### config.mk
export PLATFORM = sky130hd
export DESIGN_NAME = seg7_port_reg_flat
export DESIGN_NICKNAME = d
export VERILOG_FILES = /design/src/rtl/seg7_bus_if.sv /design/src/rtl/seg7_port_reg.sv /design/src/flat_wrapper.sv
export SDC_FILE = /design/constraint.sdc
export NUM_CORES = 1
export LEC_CHECK = 0
export ABC_CLOCK_PERIOD_IN_PS = 2200
export CAP_MARGIN = 20
export CORE_ASPECT_RATIO = 2
export CORE_MARGIN = 2
export CORE_UTILIZATION = 50
export DETAILED_ROUTE_END_ITERATION = 12
export PLACE_DENSITY = 0.76
export SLEW_MARGIN = 0
export SYNTH_ARGS = -nofsm -noshare
export SYNTH_HDL_FRONTEND = slang
export SYNTH_SLANG_ARGS = --single-unit
### constraint.sdc
create_clock -name clk -period 2.2 [get_ports clk]
set_clock_uncertainty 0.15 [all_clocks]
set_input_delay 0.44 -clock clk [delete_from_list [all_inputs] [get_ports clk]]
set_output_delay 0.44 -clock clk [all_outputs]
set_load 0.01 [all_outputs]
### src/rtl/seg7_bus_if.sv
// CPU memory-bus write channel that feeds the seven-segment display port.
interface seg7_bus_if;
   logic        memory_w;
   logic [15:0] addr;
   logic [15:0] cpu_data;

   modport master (output memory_w, output addr, output cpu_data);
   modport slave  (input  memory_w, input  addr, input  cpu_data);
endinterface

### src/rtl/seg7_port_reg.sv
// Memory-mapped display port. Shows the last data write as raw hex, or as four
// BCD digits produced by a sequential double-dabble converter.
module seg7_port_reg #(
   parameter logic [15:0] DATA_ADDR = 16'hFFF0,
   parameter logic [15:0] CTRL_ADDR = 16'hFFF1
) (
   input  logic             clk,
   input  logic             rst,
   seg7_bus_if.slave        bus,
   output logic [15:0]      disp_value,
   output logic             busy,
   output logic             ovf
);

   localparam int unsigned VAL_W = 16;
   localparam int unsigned SH_W  = 36;
   localparam int unsigned CNT_W = 5;

   localparam logic [1:0] ST_IDLE   = 2'd0;
   localparam logic [1:0] ST_SHIFT  = 2'd1;
   localparam logic [1:0] ST_COMMIT = 2'd2;

   logic [1:0]       state, state_nx;
   logic [VAL_W-1:0] raw, raw_nx;
   logic             mode, mode_nx;
   logic [SH_W-1:0]  sh, sh_nx;
   logic [CNT_W-1:0] cnt, cnt_nx;
   logic [VAL_W-1:0] disp_nx;
   logic             busy_nx, ovf_nx;
   logic             start;
   logic [VAL_W-1:0] start_val;
   logic             data_wr_c, ctrl_wr_c;

   assign data_wr_c = bus.memory_w && (bus.addr == DATA_ADDR);
   assign ctrl_wr_c = bus.memory_w && (bus.addr == CTRL_ADDR);

   // One double-dabble step: +3 on every BCD nibble >= 5, then shift left.
   function automatic logic [SH_W-1:0] dabble_step(input logic [SH_W-1:0] s);
      logic [SH_W-1:0] t;
      t = s;
      for (int i = 0; i < 5; i++) begin
         if (t[16 + 4*i +: 4] >= 4'd5)
            t[16 + 4*i +: 4] = t[16 + 4*i +: 4] + 4'd3;
      end
      return {t[SH_W-2:0], 1'b0};
   endfunction

   // Next-state and registered-output logic; bus writes override FSM progress.
   always_comb begin
      state_nx  = state;
      raw_nx    = raw;
      mode_nx   = mode;
      sh_nx     = sh;
      cnt_nx    = cnt;
      disp_nx   = disp_value;
      busy_nx   = busy;
      ovf_nx    = ovf;
      start     = 1'b0;
      start_val = raw;

      case (state)
         ST_SHIFT: begin
            sh_nx  = dabble_step(sh);
            cnt_nx = cnt - CNT_W'(1);
            if (cnt == CNT_W'(1))
               state_nx = ST_COMMIT;
         end
         ST_COMMIT: begin
            if (sh[35:32] != 4'd0) begin
               disp_nx = 16'h9999;
               ovf_nx  = 1'b1;
            end else begin
               disp_nx = sh[31:16];
               ovf_nx  = 1'b0;
            end
            busy_nx  = 1'b0;
            state_nx = ST_IDLE;
         end
         default: ;
      endcase

      if (data_wr_c) begin
         raw_nx = bus.cpu_data;
         if (mode) begin
            start     = 1'b1;
            start_val = bus.cpu_data;
         end else begin
            disp_nx = bus.cpu_data;
            ovf_nx  = 1'b0;
         end
      end

      if (ctrl_wr_c) begin
         mode_nx = bus.cpu_data[0];
         if (bus.cpu_data[0]) begin
            start     = 1'b1;
            start_val = raw;
         end else begin
            disp_nx  = raw;
            ovf_nx   = 1'b0;
            busy_nx  = 1'b0;
            state_nx = ST_IDLE;
         end
      end

      // A start from any state discards in-flight work.
      if (start) begin
         sh_nx    = {20'd0, start_val};
         cnt_nx   = CNT_W'(16);
         busy_nx  = 1'b1;
         state_nx = ST_SHIFT;
      end
   end

   always_ff @(posedge clk) begin
      if (rst) begin
         state      <= ST_IDLE;
         raw        <= '0;
         mode       <= 1'b0;
         sh         <= '0;
         cnt        <= '0;
         disp_value <= '0;
         busy       <= 1'b0;
         ovf        <= 1'b0;
      end else begin
         state      <= state_nx;
         raw        <= raw_nx;
         mode       <= mode_nx;
         sh         <= sh_nx;
         cnt        <= cnt_nx;
         disp_value <= disp_nx;
         busy       <= busy_nx;
         ovf        <= ovf_nx;
      end
   end

endmodule

### src/flat_wrapper.sv
// flat-port wrapper written by rule: the top's interface ports become plain ports
module seg7_port_reg_flat 
#(
   parameter logic [15:0] DATA_ADDR = 16'hFFF0,
   parameter logic [15:0] CTRL_ADDR = 16'hFFF1
)
  (clk, rst, disp_value, busy, ovf, bus_memory_w, bus_addr, bus_cpu_data);
  seg7_bus_if bus_i ();
  input  logic clk;
  input  logic rst;
  output logic [15:0] disp_value;
  output logic busy;
  output logic ovf;
  input wire logic [$bits(bus_i.memory_w)-1:0] bus_memory_w;
  input wire logic [$bits(bus_i.addr)-1:0] bus_addr;
  input wire logic [$bits(bus_i.cpu_data)-1:0] bus_cpu_data;
  assign bus_i.memory_w = bus_memory_w;
  assign bus_i.addr = bus_addr;
  assign bus_i.cpu_data = bus_cpu_data;
  seg7_port_reg #(.DATA_ADDR(DATA_ADDR), .CTRL_ADDR(CTRL_ADDR)) u_core (.clk(clk), .rst(rst), .bus(bus_i), .disp_value(disp_value), .busy(busy), .ovf(ovf));
endmodule
==> results of run 1 <==
## metal layers
| layer | wire (um) | global-route usage, % | vias to the layer above |
|---|---|---|---|
| met5 | 0 | 0 | - |
| met4 | 570 | 15.8 | 0 |
| met3 | 523 | 4.10 | 47 |
| met2 | 6280 | 47.9 | 188 |
| met1 | 4060 | 26.5 | 1884 |
| li1 | - | - | 1921 |
## layout make-up
class	count	share of cell area, %
clock buffers	9	4.30
clock inverters	7	0.956
inverters	16	1.15
multi-input cells	387	45.4
flip-flops and latches	78	29.8
well taps	96	2.29
repair buffers	87	16.0
## stage by stage
stage	power, uW	cell area [um^2]	setup WS, ns	TNS [ns]
floorplan	1500	4100	-0.0393	-0.0393
global placement	1610	4910	-0.506	-27.92
detailed placement	1610	4910	-0.539	-30.57
CTS	2950	5230	0.00761	0
global route	3020	5230	-0.00906	-0.0174
finish	2940	5230	0.0764	0
## cell usage after synthesis, drive strengths merged (11+ instances only)
cell / instances
o21ai: 35
buf: 11
ha: 14
mux2i: 14
inv: 16
a21oi: 76
xnor2: 12
nor3: 12
nand2: 83
nand3: 18
nor2: 38
dfxtp: 78
clkbuf: 23
## final timing paths
check | startpoint | end | slack, ns | cells past startpoint
max | bus_addr[3] | u_core.sh[3] | 0.08 | 6
min | rst | u_core.raw[1] | 0.32 | 2
max reg2reg | u_core.sh[33] | u_core.disp_value[15] | 0.25 | 7
min reg2reg | u_core.raw[9] | u_core.raw[9] | 0.32 | 2
## repair_timing
item	4_1_cts	5_1_grt
setup buffers	2	0
pin swaps	8	8
setup endpoints to repair	53	26
gates resized for setup	12	14
cloned	3	0
## state kept, by name (all words and copies together), names as in the netlist
name / flops
u_core.sh: 36
u_core.busy: 1
u_core.cnt: 5
u_core.raw: 16
u_core.mode: 1
u_core.ovf: 1
u_core.state: 2
u_core.disp_value: 16
## report_power, final
group / total [uW] / switching (uW) / internal (uW)
clock network: 1360 / 598 / 764
registers: 1410 / 0.00725 / 1410
logic: 163 / 90.1 / 72.5
## cell families after synthesis
logic type	count (synthesis)	synth area share (%)
compound gates	148	20.1
xor+xnor	13	2.78
fa+ha+maj	14	4.27
buf+inv	50	5.16
flops	78	38.1
mux	22	5.61
simple gates	187	24.0
## critical path: stages
cell and delay (ns):
clkbuf_2 0.08, or4b_4 0.53, or4_4 0.67, nor3_4 0.29, a22oi_1 0.13, o21ai_1 0.10
==> summary.md, run 1 <==
| Metric | Value |
|---|---|
| Status | finished clean |
| Non-filler cells, final | between 600 and 700 |
| CP required | 2.32 ns |
| Chip Width | 68.0 um |
| Max-slew violation count | 0 |
| Drt first pass iters | 7 |
| Synth area leaders | dfxtp_1 38%, a21oi_1 9.3%, nand2_1 7.6% |
| Port bufs | 52 |
| Worst-path clk slew | 0.06 ns |
| Period utilisation layout | 96.5% |
| Cell taking the most area after synthesis | dfxtp_1 |
| Crit end category | flip-flop |
| Max Cap Viol | 0 |
| Worst slew pin tran | 0.405 ns |
| WL/cell | 16.8 um |
| Hold_buf cts | 0 |
| Arrival time worst endpoint | 2.24 ns |
| Sequential share of the synthesized area | roughly two fifths |
| Netlist cell types | 46 |
| Utilization after layout | 65.9% |
| CTS tree | yes |
| Mapped cell area | 4100 um^2 |
| Most frequent cells in the layout | 83 x nand2_1, 78 x dfxtp_1, 76 x a21oi_1 |
| Final Critical Period | between 2 and 2.5 ns |
| Placed insts | 659 |
| Setup violators final | 0 |
| DR DRC count | 0 |
| Total global-route track usage | 26.4% |
| Fillers | 639 |
| First-pass GRT wire length | 18.1 mm |
| Vias in the first global route | about 4,000 |
| Ys flop type | dfxtp_1 |
| Detailed Route WL | 11.4 mm |
| Post-synth EDFFs | 0 |
| Initial DRC Count | 233 |
| Detailed placement HPWL | 8.46 mm |
| Worst hold path type | input port to flip-flop |
| FF/Latch Area | ~1600 um^2 |
| Syn Inst Count | 512 |
| Site row count | 46 |
| Hold_ws | around 0.32 ns |
| Ys async rst share | 0% |
| CTS Sinks | 78 |
| Syn avg cell area | approximately 8.0 um^2 |
| Top-area cell type share of the netlist area | approximately two fifths |
| Vias | 4,040 |
| Commonest non-fill, non-tap cell in the layout | nand2_1 |
| Power Dens Cells | 561 nW/um^2 |
| Die Ht | 132 um |
| Clock latency on the worst-skew pair | 0.34 ns |
| CP Max Fanout | 7 |
| Leak Pwr | 0.00195 uW |
| Critical path class | input port to flip-flop |
| RSZ-0062 raised after global routing | yes |
| Ant diodes | 0 |
| Core box area | 7940 um^2 |
| H-tree Lvls | 3 |
| Initial antenna violation count | 0 |
| Clock buffer depth | 2 |
| Post-DRT Antenna Nets | 0 |
| Maximum achievable frequency | 0.471 GHz |
| Clock root buffer | clkbuf_16 |
| Flops & latches, synth | just under 80 |
| Syn-to-layout area delta | 27.6% |
| Layout cells sized above 1 | 15.2% |
| Routability Congestion | 0.883 |
| Total CTS buffers | 9 |
| Worst VDD drop | 0.394 mV |
| Synth warn | 0 |
| Startpoint Class | input port |
| Total grt overflow | 0 |
| Fin. Hold Viols | 0 |
| Via density | 5.94 |
| Nets | 628 |
| Pin count of the biggest net entering global routing | 31 |
| Die area | 8980 um^2 |
| Ports | 53 |
| Initial core utilization | between 50% and 60% |
| Multi-input combinational cell area | 2380 um^2 |
| Mapped Nets | 561 |
| Max transition margin | 72.9% |
Power figures use the tool's default switching activity.
==> run 2: changes to the inputs <==
PLACE_DENSITY = 0.82   (was 0.76)
==> run 2 against run 1 <==
  * Critical path depth unchanged
  * Global-route usage shrank 0.24 points
  * First-iteration DRC count grew 52%
  * Combinational power up 3%
  * Hold slack improved by 0.0016 ns
  * Non-clock buffer count rose by 5
  * Die area stayed put
  * Final cell count rose by 0.74%
  * Sequential cell count did not move
  * Sequential power about the same
  * Critical endpoint is now u_core.sh[4]
  * Largest cell class unchanged
  * Largest power group is now the clock network
==> summary.md, run 2 (same netlist as run 1, synthesis figures left out) <==
| Metric | Value |
|---|---|
| Status | finished clean |
| Max-slew violation count | 0 (unchanged) |
| Layout cells sized above 1 | 16.6% (+1.4 points) |
| Arrival time worst endpoint | 2.31 ns (+0.07 ns) |
| Pre-CTS WS | -0.529 ns (+0.00995 ns) |
| First-pass GRT wire length | 18.1 mm (-0.46%) |
| Initial antenna violation count | 0 (unchanged) |
| Pin count of the biggest net entering global routing | 31 (unchanged) |
| H-tree Lvls | 3 (unchanged) |
| Port bufs | 52 (unchanged) |
| Power Dens Cells | 599 nW/um^2 (+6.8%) |
| Crit-path cells | buf_2, or4b_4, or4_4, nor3_4, a22oi_1, o21ai_1 |
| Syn-to-layout area delta | 28.8% |
| Clock latency on the worst-skew pair | 0.34 ns (about the same) |
| Ant diodes | 0 (unchanged) |
| Most frequent cells in the layout | 82 x nand2_1, 78 x dfxtp_1, 76 x a21oi_1 |
| Total grt overflow | 0 (unchanged) |
| Period utilisation layout | 99.7% (+3.1 points) |
| Drt first pass iters | 5 (-2) |
| Detailed placement HPWL | 8.31 mm (-1.8%) |
| Vias | 4,129 (+2.2%) |
| Site row count | 46 (unchanged) |
| Critical path class | input port to flip-flop |
| Setup ws final | 0.00755 ns (-0.0688 ns) |
| Worst hold path type | flip-flop to flip-flop |
| Largest regs | u_core.sh: 36 flops, u_core.disp_value: 16 flops, u_core.raw: 16 flops |
| CP required | 2.32 ns (about the same) |
| Hold_buf cts | 0 (unchanged) |
| CTS tree | yes |
| Clock root buffer | clkbuf_16 |
| Max Cap Viol | 0 (unchanged) |
| Total CTS buffers | 9 (unchanged) |
| Vias in the first global route | 4,055 (+1.6%) |
| Startpoint Class | input port |
| DR DRC count | 0 (unchanged) |
| Die Ht | 132 um (unchanged) |
| Max transition margin | 72.3% (-0.54 points) |
| RSZ-0062 raised after global routing | yes |
| Fin. Hold Viols | 0 (unchanged) |
| Ports | 53 (unchanged) |
| Max reg flops | 36 (unchanged) |
| CP peak stage delay | 0.69 ns (+0.02 ns) |
| Routability Congestion | 0.958 (+8.5%) |
| Initial DRC Count | 355 (+52%) |
| WL/cell | 16.8 um (about the same) |
| Core box area | 7940 um^2 (unchanged) |
| Die area | 8980 um^2 (unchanged) |
| CTS Sinks | 78 (unchanged) |
| Detailed Route WL | 11.5 mm (+0.64%) |
| Chip Width | 68.0 um (unchanged) |
| Crit end category | flip-flop |
| Maximum achievable frequency | 0.456 GHz (-3.1%) |
| Leak Pwr | 0.00194 uW (-0.25%) |
| Post-DRT Antenna Nets | 0 (unchanged) |
| CP Max Fanout | 7 (unchanged) |
| Final Critical Period | 2.19 ns (+0.0688 ns) |
| Via density | 6.03 (+1.5%) |
| Commonest non-fill, non-tap cell in the layout | nand2_1 |
| Worst-path clk slew | 0.06 ns (about the same) |
| Total global-route track usage | 26.2% (-0.24 points) |
| Nets | 633 (+0.80%) |
| Setup violators final | 0 (unchanged) |
| Crit path max-delay cell type | or4_4 |
| Clock buffer depth | 2 (unchanged) |
| Worst VDD drop | 0.390 mV (-1.2%) |
| Most flop-heavy register | u_core.sh |
| Worst slew pin tran | 0.413 ns (+0.00799 ns) |
| Initial core utilization | 51.6% (unchanged) |
| Hold_ws | 0.320 ns (+0.00165 ns) |
## run 2: worst max-delay path, delay by kind of cell
| kind | cells | cell delay, ns |
|---|---|---|
| buffers and inverters | 1 | 0.10 |
| AO/OA/AOI/OAI | 2 | 0.22 |
| AND/OR/NAND/NOR | 3 | 1.55 |
## run 2: path summary, 6_finish.rpt
path                 start  depth (start not counted)  slack (ns)              endpoint
min reg2reg  u_core.raw[0]                          2        0.32         u_core.raw[0]
min          u_core.raw[0]                          2        0.32         u_core.raw[0]
max reg2reg  u_core.sh[32]                          7        0.20  u_core.disp_value[3]
max            bus_addr[1]                          6       0.008          u_core.sh[4]
## run 2: layout make-up
cell class              count  area, um^2
fillers                   608        2660
multi-input cells         387        2400
flip-flops and latches     78        1560
repair buffers             92         818
clock buffers              12         246
well taps                  96         120
clock inverters             4        70.1
inverters                  16        60.1
## run 2: per-layer routing
layer	GRT usage, %	up-vias	routed length [um]
li1	-	1923	-
met1	25.2	1960	4030
met2	47.2	183	6240
met3	4.36	63	559
met4	18.1	0	680
met5	0	-	0
## run 2: metrics by stage
| step | area (um^2) | std cells | util, % | total power, uW | TNS, ns |
|---|---|---|---|---|---|
| after floorplan | 4100 | 512 | - | 1500 | -0.0393 |
| after global placement | 4870 | 662 | 61.4 | 1600 | -31.30 |
| after detailed placement | 4870 | 662 | 61.4 | 1610 | -32.79 |
| after CTS | 5230 | 683 | 65.9 | 3170 | 0 |
| after global routing | 5280 | 685 | 66.5 | 3250 | -0.385 |
| final | 5280 | 685 | 66.5 | 3160 | 0 |
## run 2: timing repair
item                                    CTS  global route
endpoints found under the setup margin   68            59
gates resized for setup                  14            21
gates cloned                              3             0
pin swaps                                 7             8
setup buffers                             2             2
## run 2: where the power goes
part	leakage, uW	internal [uW]	switching [uW]
Combinational	0.00116	76.8	91.4
Clock	0.000157	1020	563
Sequential	0.000628	1410	0.00740
Total	0.00194	2510	655
